[src/rtl/io_stall_ctrl.sv]
// io_stall_ctrl: stalls the CPU on a switch read until the operator confirms,
// then presents the captured switch value for one DONE cycle. Also registers
// LED/seven-segment writes into a held display word with a one-cycle strobe.
// Optional forced release after TIMEOUT_CYCLES wait cycles: define IO_TIMEOUT_EN.
module io_stall_ctrl #(
    parameter int unsigned TIMEOUT_CYCLES = 32'd50_000_000
) (
    input  logic        clock,
    input  logic        rst_n,
    input  logic        io_read_req,
    input  logic        io_write_req,
    input  logic        confirm,
    input  logic [15:0] switches,
    input  logic [31:0] wdata,
    output logic        stall,
    output logic [15:0] rdata,
    output logic        rdata_valid,
    output logic        led_we,
    output logic [31:0] led_data,
    output logic        timeout_flag,
    output logic [1:0]  state
);

    typedef enum logic [1:0] {
        IDLE = 2'b00,
        WAIT = 2'b01,
        DONE = 2'b10
    } state_t;

    state_t cur;
    state_t nxt;
    logic   capture;
    logic   expire;
    logic   write_ok;
    logic   at_limit;

    assign state = cur;

`ifdef IO_TIMEOUT_EN
    localparam int unsigned CNT_W = $clog2(TIMEOUT_CYCLES + 1);

    logic [CNT_W-1:0] cnt;
    logic             tflag;

    assign at_limit     = (cnt == CNT_W'(TIMEOUT_CYCLES - 1));
    assign timeout_flag = tflag;

    // Wait-cycle counter: cleared on entry to WAIT, saturating, never wraps.
    always_ff @(posedge clock) begin
        if (!rst_n) begin
            cnt <= '0;
        end else if (cur == IDLE && io_read_req) begin
            cnt <= '0;
        end else if (cur == WAIT && cnt != CNT_W'(TIMEOUT_CYCLES)) begin
            cnt <= cnt + CNT_W'(1);
        end
    end

    // Sticky record of a forced release; only a reset clears it.
    always_ff @(posedge clock) begin
        if (!rst_n) begin
            tflag <= 1'b0;
        end else if (expire) begin
            tflag <= 1'b1;
        end
    end
`else
    logic unused_timeout;

    assign at_limit       = 1'b0;
    assign timeout_flag   = 1'b0;
    assign unused_timeout = ^TIMEOUT_CYCLES;
`endif

    // State register; an illegal encoding falls back to IDLE via nxt.
    always_ff @(posedge clock) begin
        if (!rst_n) begin
            cur <= IDLE;
        end else begin
            cur <= nxt;
        end
    end

    // Next state and the combinational stall; confirm wins over expiry.
    always_comb begin
        nxt      = IDLE;
        stall    = 1'b0;
        capture  = 1'b0;
        expire   = 1'b0;
        write_ok = 1'b0;
        case (cur)
            IDLE: begin
                if (io_read_req) begin
                    nxt   = WAIT;
                    stall = 1'b1;
                end else begin
                    write_ok = io_write_req;
                end
            end
            WAIT: begin
                stall = 1'b1;
                nxt   = WAIT;
                if (confirm) begin
                    capture = 1'b1;
                    nxt     = DONE;
                end else if (at_limit) begin
                    expire = 1'b1;
                    nxt    = DONE;
                end
            end
            DONE: begin
                nxt      = IDLE;
                write_ok = io_write_req;
            end
            default: nxt = IDLE;
        endcase
    end

    // Read data path: switch snapshot on confirm, zero on forced release.
    always_ff @(posedge clock) begin
        if (!rst_n) begin
            rdata       <= 16'h0000;
            rdata_valid <= 1'b0;
        end else begin
            rdata_valid <= (nxt == DONE);
            if (capture) begin
                rdata <= switches;
            end else if (expire) begin
                rdata <= 16'h0000;
            end
        end
    end

    // Display word and its one-cycle update strobe.
    always_ff @(posedge clock) begin
        if (!rst_n) begin
            led_data <= 32'h0;
            led_we   <= 1'b0;
        end else begin
            led_we <= write_ok;
            if (write_ok) begin
                led_data <= wdata;
            end
        end
    end

endmodule

[config.mk]
export PLATFORM = sky130hd
export DESIGN_NAME = io_stall_ctrl
export DESIGN_NICKNAME = d
export VERILOG_FILES = /design/src/rtl/io_stall_ctrl.sv
export SDC_FILE = /design/constraint.sdc
export NUM_CORES = 1
export LEC_CHECK = 0
export ABC_AREA = 1
export BUFFER_PORTS_ARGS = -buffer_cell sky130_fd_sc_hd__buf_4
export CORE_AREA = 2 2 81 83
export DETAILED_ROUTE_END_ITERATION = 10
export DIE_AREA = 0 0 83 85
export PLACE_DENSITY = 0.76
export SKIP_CTS_REPAIR_TIMING = 1
export SYNTH_ARGS = -nofsm -noshare
export SYNTH_HDL_FRONTEND = slang
export SYNTH_SLANG_ARGS = --single-unit
[constraint.sdc]
create_clock -name clock -period 1.26 [get_ports clock]
set_clock_uncertainty 0.05 [all_clocks]
set_input_delay 0.252 -clock clock [delete_from_list [all_inputs] [get_ports clock]]
set_output_delay 0.252 -clock clock [all_outputs]
set_load 0.1 [all_outputs]
==> results of run 1 <==
[final cells by class]
| class | instances | area [µm²] |
|---|---|---|
| fillers | 590 | 2840 |
| flip-flops and latches | 52 | 1060 |
| repair buffers | 115 | 1060 |
| multi-input cells | 189 | 933 |
| inverters | 36 | 140 |
| well taps | 77 | 96.3 |
| clock buffers | 7 | 76.3 |
| clock inverters | 1 | 5.00 |
[stage by stage]
stage / setup WS (ps) / instance area [µm²] / total power (W)
2_1_floorplan: -361 / 2310 / 0.00297
3_3_place_gp: 108 / 3100 / 0.00329
3_5_place_dp: 74.6 / 3100 / 0.00331
4_1_cts: -249 / 3180 / 0.00420
5_1_grt: -163 / 3370 / 0.00444
6_report: -130 / 3370 / 0.00424
[state kept, by name (all words and copies together), names as in the netlist]
register	cells
state	2
rdata	16
led_we	1
rdata_valid	1
led_data	32
[worst max path at each step]
stage	from	endpoint	cells after the start
final	state[0]	stall	3
after global routing	state[0]	stall	3
after CTS	state[1]	stall	4
after detailed placement	state[1]	led_data[11]	6
after global placement	state[1]	led_data[31]	6
after floorplan	state[0]	stall	3
[cells in the final DEF (no fill, tap or decap), types with 2 or more instances in the layout]
| cell type | n |
|---|---|
| nand3_1 | 27 |
| buf_12 | 3 |
| clkbuf_1 | 2 |
| a21oi_1 | 49 |
| nor2_1 | 35 |
| nand4_1 | 16 |
| dfxtp_2 | 9 |
| nand3_2 | 7 |
| dfxtp_1 | 41 |
| buf_6 | 36 |
| buf_4 | 75 |
| nand2_1 | 49 |
| inv_1 | 34 |
| inv_4 | 2 |
| clkbuf_8 | 5 |
| dfxtp_4 | 2 |
[cells by family (layout without fill, tap and decap cells)]
family                 after synthesis  in the layout  synth area share (%)
flip-flops                          52             52                  46.4
buffers and inverters               64            159                  14.7
AO/OA/AOI/OAI                       50             50                  11.2
AND/OR/NAND/NOR                    137            138                  27.6
other                                1              1                 0.167
[worst max-delay path: stages, from the launching register on]
cell	delay, ps
dfxtp_4	400
inv_4	50
o21ai_4	150
buf_12	190
[where the power goes]
part           switching, W  total [W]  internal [W]
combinational       0.00109    0.00154      0.000445
sequential        0.0000724    0.00182       0.00174
clock              0.000501   0.000892      0.000391
total               0.00166    0.00424       0.00258
[metal layers]
metal | vias up | global-route usage, % | routed length, µm
li1 | 1160 | - | -
met1 | 1023 | 18.4 | 2430
met2 | 54 | 28.4 | 2900
met3 | 11 | 2.24 | 216
met4 | 0 | 6.71 | 144
met5 | - | 0 | 0
==> impl_metrics.py, run 1 <==
metrics = {
    "floorplan": {
        "die-area_um2": 7060,
        "ios": 107,
        "die_x_um": 83,
        "initial_core_util_pct": 36.1,
        "die_h_um": 85,
        "rows": 29,
        "coreArea_um2": 6200,
    },
    "sta": {
        "slew_violations": 0,
        "clock.fmax_ghz": 0.719,
        "grt_setup_unrepaired": "true",
        "setup_viol": 2,
        "timing.hold.ws_ps": 173,
        "finalSetupTns_ps": -177,
        "fin_crit_ps": 1390,
        "finalHoldViolations": 0,
        "fin_crit_sh_pct": 110,
        "setup_ws_ps": -130,
    },
    "route": {
        "drtIter0Drc": 81,
        "wirelength_um": 5700,
        "dr.pass1.iters": 4,
        "ant_nets": 0,
        "wl_per_cell_um": 11.9,
        "route.detailed.drc": 0,
        "drt-vias-per-instance": 4.71,
        "vias": 2248,
    },
    "setup_path": {
        "critPathKind": "reg2out",
        "r2r_start": "state[1]",
        "critPathRequiredTime_ps": 960,
        "cp.arrival_ps": 1090,
        "worstPathMaxFanout": 5,
        "reg2reg_to": "rdata[3]",
        "end_kind": "output port",
        "r2r_slack_ps": 40,
        "worstSetupStartpointType": "flip-flop",
        "r2r_cells": 5,
    },
    "pwr": {
        "p_per_area_nw_per_um2": 1260,
        "ir_worst_vdd_mv": 0.729,
        "p_leak_nw": 1.61,
    },
    "logic_synthesis": {
        "async_flop_share_pct": 0,
        "synthTopCellsByCount": "dfxtp_1, a21oi_1, nand2_1",
        "yosys_warnings": 0,
        "synth_area_leaders": "dfxtp_1, a21oi_1, nand2_1",
        "ys_seq_area_share_pct": 46.4,
        "synth_ff_type": "dfxtp_1",
        "synth_edf_count": 0,
        "synth_most_common_cell": "dfxtp_1",
        "synth_area_per_cell_um2": 7.38,
        "synthCells": 304,
        "synth_cell_types": 18,
        "synth_seq_cells": 52,
        "synth_area_um2": 2240,
        "synth_top_area_cell": "dfxtp_1",
        "syn-num-nets": 357,
        "netlist.area_leader.share_pct": 46.4,
    },
    "clocking": {
        "clkTransAtPathRegs_ps": 90,
        "cts_tree": "yes",
        "clock-root-buffer": "clkbuf_8",
        "worstSkewPairLatency_ps": 300,
        "clockBufferDepth": 2,
        "clock_sinks": 52,
        "cts_inserted_buffers": 5,
        "htreeDepth": 2,
    },
    "global_routing": {
        "grt_pass1_vias": 2060,
        "antenna_found_initial": 0,
        "grt_overflow": 0,
        "grt_max_degree": 66,
        "grt_pass1_wl_um": 9230,
        "grt.total_usage_pct": 15.6,
    },
    "min_path": {
        "holdPathStages": 3,
        "hold_path_class": "in2reg",
        "hp-start": "switches[12]",
        "hold_path_end": "rdata[12]",
    },
    "run_status": {
        "violations": "setup timing",
        "outcome": "finished, violations left",
    },
    "layout": {
        "area_delta_synth_final_pct": 50.2,
        "diodes": 0,
        "nets": 452,
        "final_cells": 477,
        "final_layout_size_suffix_gt1_share_pct": 36.3,
        "fin_util_pct": 54.3,
    },
    "placed_design": {
        "io_buffers": 105,
        "dp_hpwl_um": 3930,
        "dp.cells": 467,
        "gp_congestion": 0.836,
    },
    "flow_run": {
        "maxCapViolCount": 0,
    },
}
Note: power is estimated with default switching activity, not from simulation.
==> run 2: changes to the inputs <==
- CELL_PAD_IN_SITES_DETAIL_PLACEMENT: default -> 1
- CELL_PAD_IN_SITES_GLOBAL_PLACEMENT: default -> 1
- CORE_AREA: 2 2 81 83 -> 2 2 89 91
- DIE_AREA: 0 0 83 85 -> 0 0 91 93
- PLACE_DENSITY: 0.76 -> 0.87
==> impl_metrics.py, run 2 (synthesis gave the netlist of run 1 again) <==
metrics = {
    "setup_path": {
        "reg2reg_to": "led_data[13]",
        "critPathKind": "reg2out",
        "cp.arrival_ps": 1070,
        "end_kind": "output port",
        "critPathRequiredTime_ps": 960,
        "r2r_slack_ps": -90,
        "path_delay_family": "flip-flops",
        "worstPathMaxFanout": 4,
        "worstSetupStartpointType": "flip-flop",
        "r2r_start": "state[0]",
        "crit_slowest_cell": "dfxtp_4",
        "path_buf_inv": 2,
        "critical-path-max-stage-delay_ps": 380,
        "crit_path_cell_trace": "inv_4 > o21ai_4 > buf_12",
        "r2r_cells": 7,
    },
    "floorplan": {
        "rows": 32,
        "die-area_um2": 8460,
        "die_x_um": 91,
        "die_h_um": 93,
        "ios": 107,
        "coreArea_um2": 7530,
        "initial_core_util_pct": 29.8,
    },
    "clocking": {
        "clock_sinks": 52,
        "cts_tree": "yes",
        "cts_inserted_buffers": 5,
        "clkTransAtPathRegs_ps": 90,
        "clockBufferDepth": 2,
        "clock-root-buffer": "clkbuf_8",
        "htreeDepth": 2,
        "worstSkewPairLatency_ps": 300,
    },
    "global_routing": {
        "grt.total_usage_pct": 15.5,
        "grt_pass1_vias": 2224,
        "grt_max_degree": 66,
        "grt_overflow": 0,
        "antenna_found_initial": 0,
        "grt_pass1_wl_um": 10800,
    },
    "min_path": {
        "holdPathStages": 3,
        "hold_path_class": "in2reg",
        "hold_path_end": "rdata[6]",
        "hp-start": "switches[6]",
    },
    "placed_design": {
        "dp_hpwl_um": 4930,
        "dp.cells": 492,
        "gp_congestion": 0.742,
        "io_buffers": 105,
    },
    "layout": {
        "layout.cells.most_common": "buf_4",
        "diodes": 0,
        "fin_util_pct": 48.5,
        "top_register": "led_data",
        "area_delta_synth_final_pct": 62.7,
        "nets": 461,
        "final_cells": 511,
        "mostFrequentLayoutCells": "buf_4, nand2_1, a21oi_1, buf_6, dfxtp_1",
        "largest_register_ffs": 32,
        "seq_area_um2": 1060,
        "num-fill-cells": 959,
        "multi_input_area_um2": 983,
        "final_layout_size_suffix_gt1_share_pct": 39.6,
    },
    "sta": {
        "finalHoldViolations": 0,
        "grt_setup_unrepaired": "true",
        "setup_ws_ps": -112,
        "fin_crit_ps": 1370,
        "setup_viol": 23,
        "clock.fmax_ghz": 0.729,
        "fin_crit_sh_pct": 109,
        "slew_violations": 0,
    },
    "run_status": {
        "outcome": "finished, violations left",
        "violations": "setup timing",
    },
    "pwr": {
        "p_per_area_nw_per_um2": 1210,
        "ir_worst_vdd_mv": 0.461,
        "p_leak_nw": 1.70,
    },
    "route": {
        "vias": 2409,
        "dr.pass1.iters": 4,
        "ant_nets": 0,
        "wl_per_cell_um": 15.2,
        "drt-vias-per-instance": 4.71,
        "drtIter0Drc": 52,
        "wirelength_um": 7760,
        "route.detailed.drc": 0,
    },
    "flow_run": {
        "maxCapViolCount": 0,
    },
}
[run 2: changes by cell type in the layout (fill, tap and decap cells not counted), moves of 3 or more]
cell       delta
buf_4         -9
buf_6        +11
clkbuf_16     +4
nand3_1       -5
nand3_2       +3
[run 2: area by class of cell]
type / instances / share of cell area, %
inverters: 36 / 3.84
multi-input cells: 189 / 27.0
clock inverters: 1 / 0.137
flip-flops and latches: 52 / 29.1
well taps: 102 / 3.50
repair buffers: 124 / 34.4
clock buffers: 7 / 2.09
[run 2: metal layers]
metal / vias to the layer above / track usage, % / part of all wire [%]
met3: 4 / 2.50 / 2.8
met4: 0 / 3.41 / 0.72
met2: 47 / 30.2 / 58
met5: - / 0 / 0
met1: 1172 / 17.6 / 38
li1: 1186 / - / -
[run 2: tightest hold or removal path, stage by stage]
cell	delay, ps
buf_4	110
nand4_1	70
a21oi_1	60
[run 2: power breakdown]
| group | internal, W | switching, W | total [W] |
|---|---|---|---|
| Combinational | 0.000529 | 0.00115 | 0.00168 |
| Clock | 0.000392 | 0.000533 | 0.000925 |
| Sequential | 0.00174 | 0.0000790 | 0.00182 |
| Total | 0.00267 | 0.00176 | 0.00443 |
[run 2: through the flow]
step | cell area [µm²] | setup WS [ps] | hold slack, ps | total power (W) | TNS [ps]
2_1_floorplan | 2310 | -361 | 356 | 0.00297 | -757
3_3_place_gp | 3130 | 105 | 396 | 0.00330 | 0
4_1_cts | 3210 | -271 | 161 | 0.00426 | -474
3_5_place_dp | 3130 | 30.5 | 401 | 0.00333 | 0
6_report | 3650 | -112 | 173 | 0.00443 | -1110
5_1_grt | 3650 | -156 | 164 | 0.00465 | -2810
[run 2: how the worst max path moves through the flow]
stage | start | to | slack (ps) | depth (start not counted)
after floorplan | state[0] | stall | -360 | 3
after global placement | state[1] | led_data[0] | 100 | 6
after detailed placement | state[1] | led_data[21] | 30 | 6
after CTS | state[1] | stall | -270 | 4
after global routing | state[0] | stall | -160 | 3
final | state[0] | stall | -110 | 3
==> run 3: changes to the inputs <==
- RECOVER_POWER: default -> 50
- REMOVE_ABC_BUFFERS: default -> 1
==> impl_metrics.py, run 3 (synthesis gave the netlist of run 1 again) <==
metrics = {
    "sta": {
        "finalHoldViolations": 0,
        "setup_ws_ps": -121,
        "fin_crit_ps": 1380,
        "fin_crit_sh_pct": 110,
        "timing.hold.ws_ps": 188,
        "grt_setup_unrepaired": "true",
        "clock.fmax_ghz": 0.724,
        "setup_viol": 31,
        "slew_violations": 0,
    },
    "pwr": {
        "p_leak_nw": 1.76,
        "swShare_pct": 39.0,
        "ir_worst_vdd_mv": 0.541,
        "intPower_w": 0.00281,
        "power.switching_w": 0.00180,
        "seqPwrFrac_pct": 39.5,
        "p_comb_share_pct": 38.5,
        "p_per_area_nw_per_um2": 1200,
        "p_clk_share_pct": 22.0,
    },
    "clocking": {
        "htreeDepth": 2,
        "clock-root-buffer": "clkbuf_8",
        "clkTransAtPathRegs_ps": 90,
        "cts_inserted_buffers": 5,
        "clockBufferDepth": 2,
        "worstSkewPairLatency_ps": 290,
        "cts_tree": "yes",
        "clock_sinks": 52,
    },
    "layout": {
        "nets": 462,
        "largest_register_ffs": 32,
        "mostFrequentLayoutCells": "buf_4, dfxtp_1, a21oi_1",
        "diodes": 0,
        "final_layout_size_suffix_gt1_share_pct": 43.5,
        "finalInstanceArea_um2": 3840,
        "layout.cells.most_common": "buf_4",
        "top_register": "led_data",
        "num-fill-cells": 903,
        "area_delta_synth_final_pct": 71.1,
    },
    "route": {
        "vias": 2437,
        "route.detailed.drc": 0,
        "wl_per_cell_um": 16.1,
        "dr.pass1.iters": 4,
        "ant_nets": 0,
        "drtIter0Drc": 46,
        "wirelength_um": 8230,
        "drt-vias-per-instance": 4.77,
    },
    "setup_path": {
        "critical-path-max-stage-delay_ps": 370,
        "cp.arrival_ps": 1080,
        "cp-startpoint": "state[1]",
        "crit_path_cell_trace": "inv_4 > nand2_4 > o21ai_4 > buf_12",
        "crit_slowest_cell": "dfxtp_4",
        "end_kind": "output port",
        "critPathKind": "reg2out",
        "r2r_start": "state[0]",
        "worstPathMaxFanout": 3,
        "worstSetupStartpointType": "flip-flop",
        "critPathRequiredTime_ps": 960,
    },
    "global_routing": {
        "grt_pass1_vias": 2299,
        "grt_overflow": 0,
        "grt_max_degree": 66,
        "grt_pass1_wl_um": 10900,
        "antenna_found_initial": 0,
        "grt.total_usage_pct": 15.5,
    },
    "placed_design": {
        "dp_hpwl_um": 4690,
        "io_buffers": 105,
        "placed_area_um2": 3050,
        "gp_congestion": 0.686,
    },
    "floorplan": {
        "coreArea_um2": 7530,
        "die-area_um2": 8460,
        "rows": 32,
        "die_x_um": 91,
        "die_h_um": 93,
        "initial_core_util_pct": 29.8,
        "ios": 107,
    },
    "run_status": {
        "outcome": "finished, violations left",
        "violations": "setup timing",
    },
    "flow_run": {
        "maxCapViolCount": 0,
    },
    "min_path": {
        "hp-start": "switches[0]",
        "hold_path_class": "in2reg",
    },
}
-- run 3: cell type report --
| cell class | instances | area [µm²] | share of cell area (%) |
|---|---|---|---|
| timing repair buffer | 126 | 1340 | 35.0 |
| multi-input combinational | 188 | 1090 | 28.3 |
| sequential | 52 | 1050 | 27.3 |
| inverter | 36 | 138 | 3.59 |
| tap | 102 | 128 | 3.33 |
| clock buffer | 7 | 96.3 | 2.51 |
-- run 3: power by group through the flow --
stage	logic, W	clock network (W)	registers, W
floorplan	0.000301	0	0.00256
global placement	0.00144	0	0.00184
detailed placement	0.00147	0	0.00184
CTS	0.00147	0.00106	0.00180
global route	0.00186	0.00114	0.00183
finish	0.00177	0.00101	0.00182
-- run 3: path summary, 6_finish.rpt --
kind / to / cells after the start / slack [ps]
hold reg to reg: rdata[5] / 2 / 430
setup reg to reg: led_data[21] / 7 / -60
hold / removal: rdata[0] / 3 / 190
setup / recovery: stall / 4 / -120
-- run 3: layer usage --
metal  vias to the layer above  share of wire [%]  global-route usage, %
li1                       1182                  -                      -
met1                      1153                 42                   18.7
met2                        95                 52                   28.3
met3                         7                5.8                   3.79
met4                         0               0.94                   3.03
met5                         -                  0                      0
-- run 3: worst max-delay path, delay by kind of cell, from the launching register on --
kind,cells,cell delay [ps]
buf+inv,2,260
simple gates,1,70
compound gates,1,80
flops,1,370
-- run 3: stage by stage --
step	power (W)	worst slack (ps)	std cells	util (%)	TNS [ps]
finish	0.00461	-121	511	51.0	-956
floorplan	0.00287	-2630	276	-	-62920
detailed placement	0.00331	12.1	491	40.6	0
global placement	0.00328	42.4	491	40.6	0
global route	0.00483	-167	511	51.0	-2890
CTS	0.00434	-327	498	41.9	-785
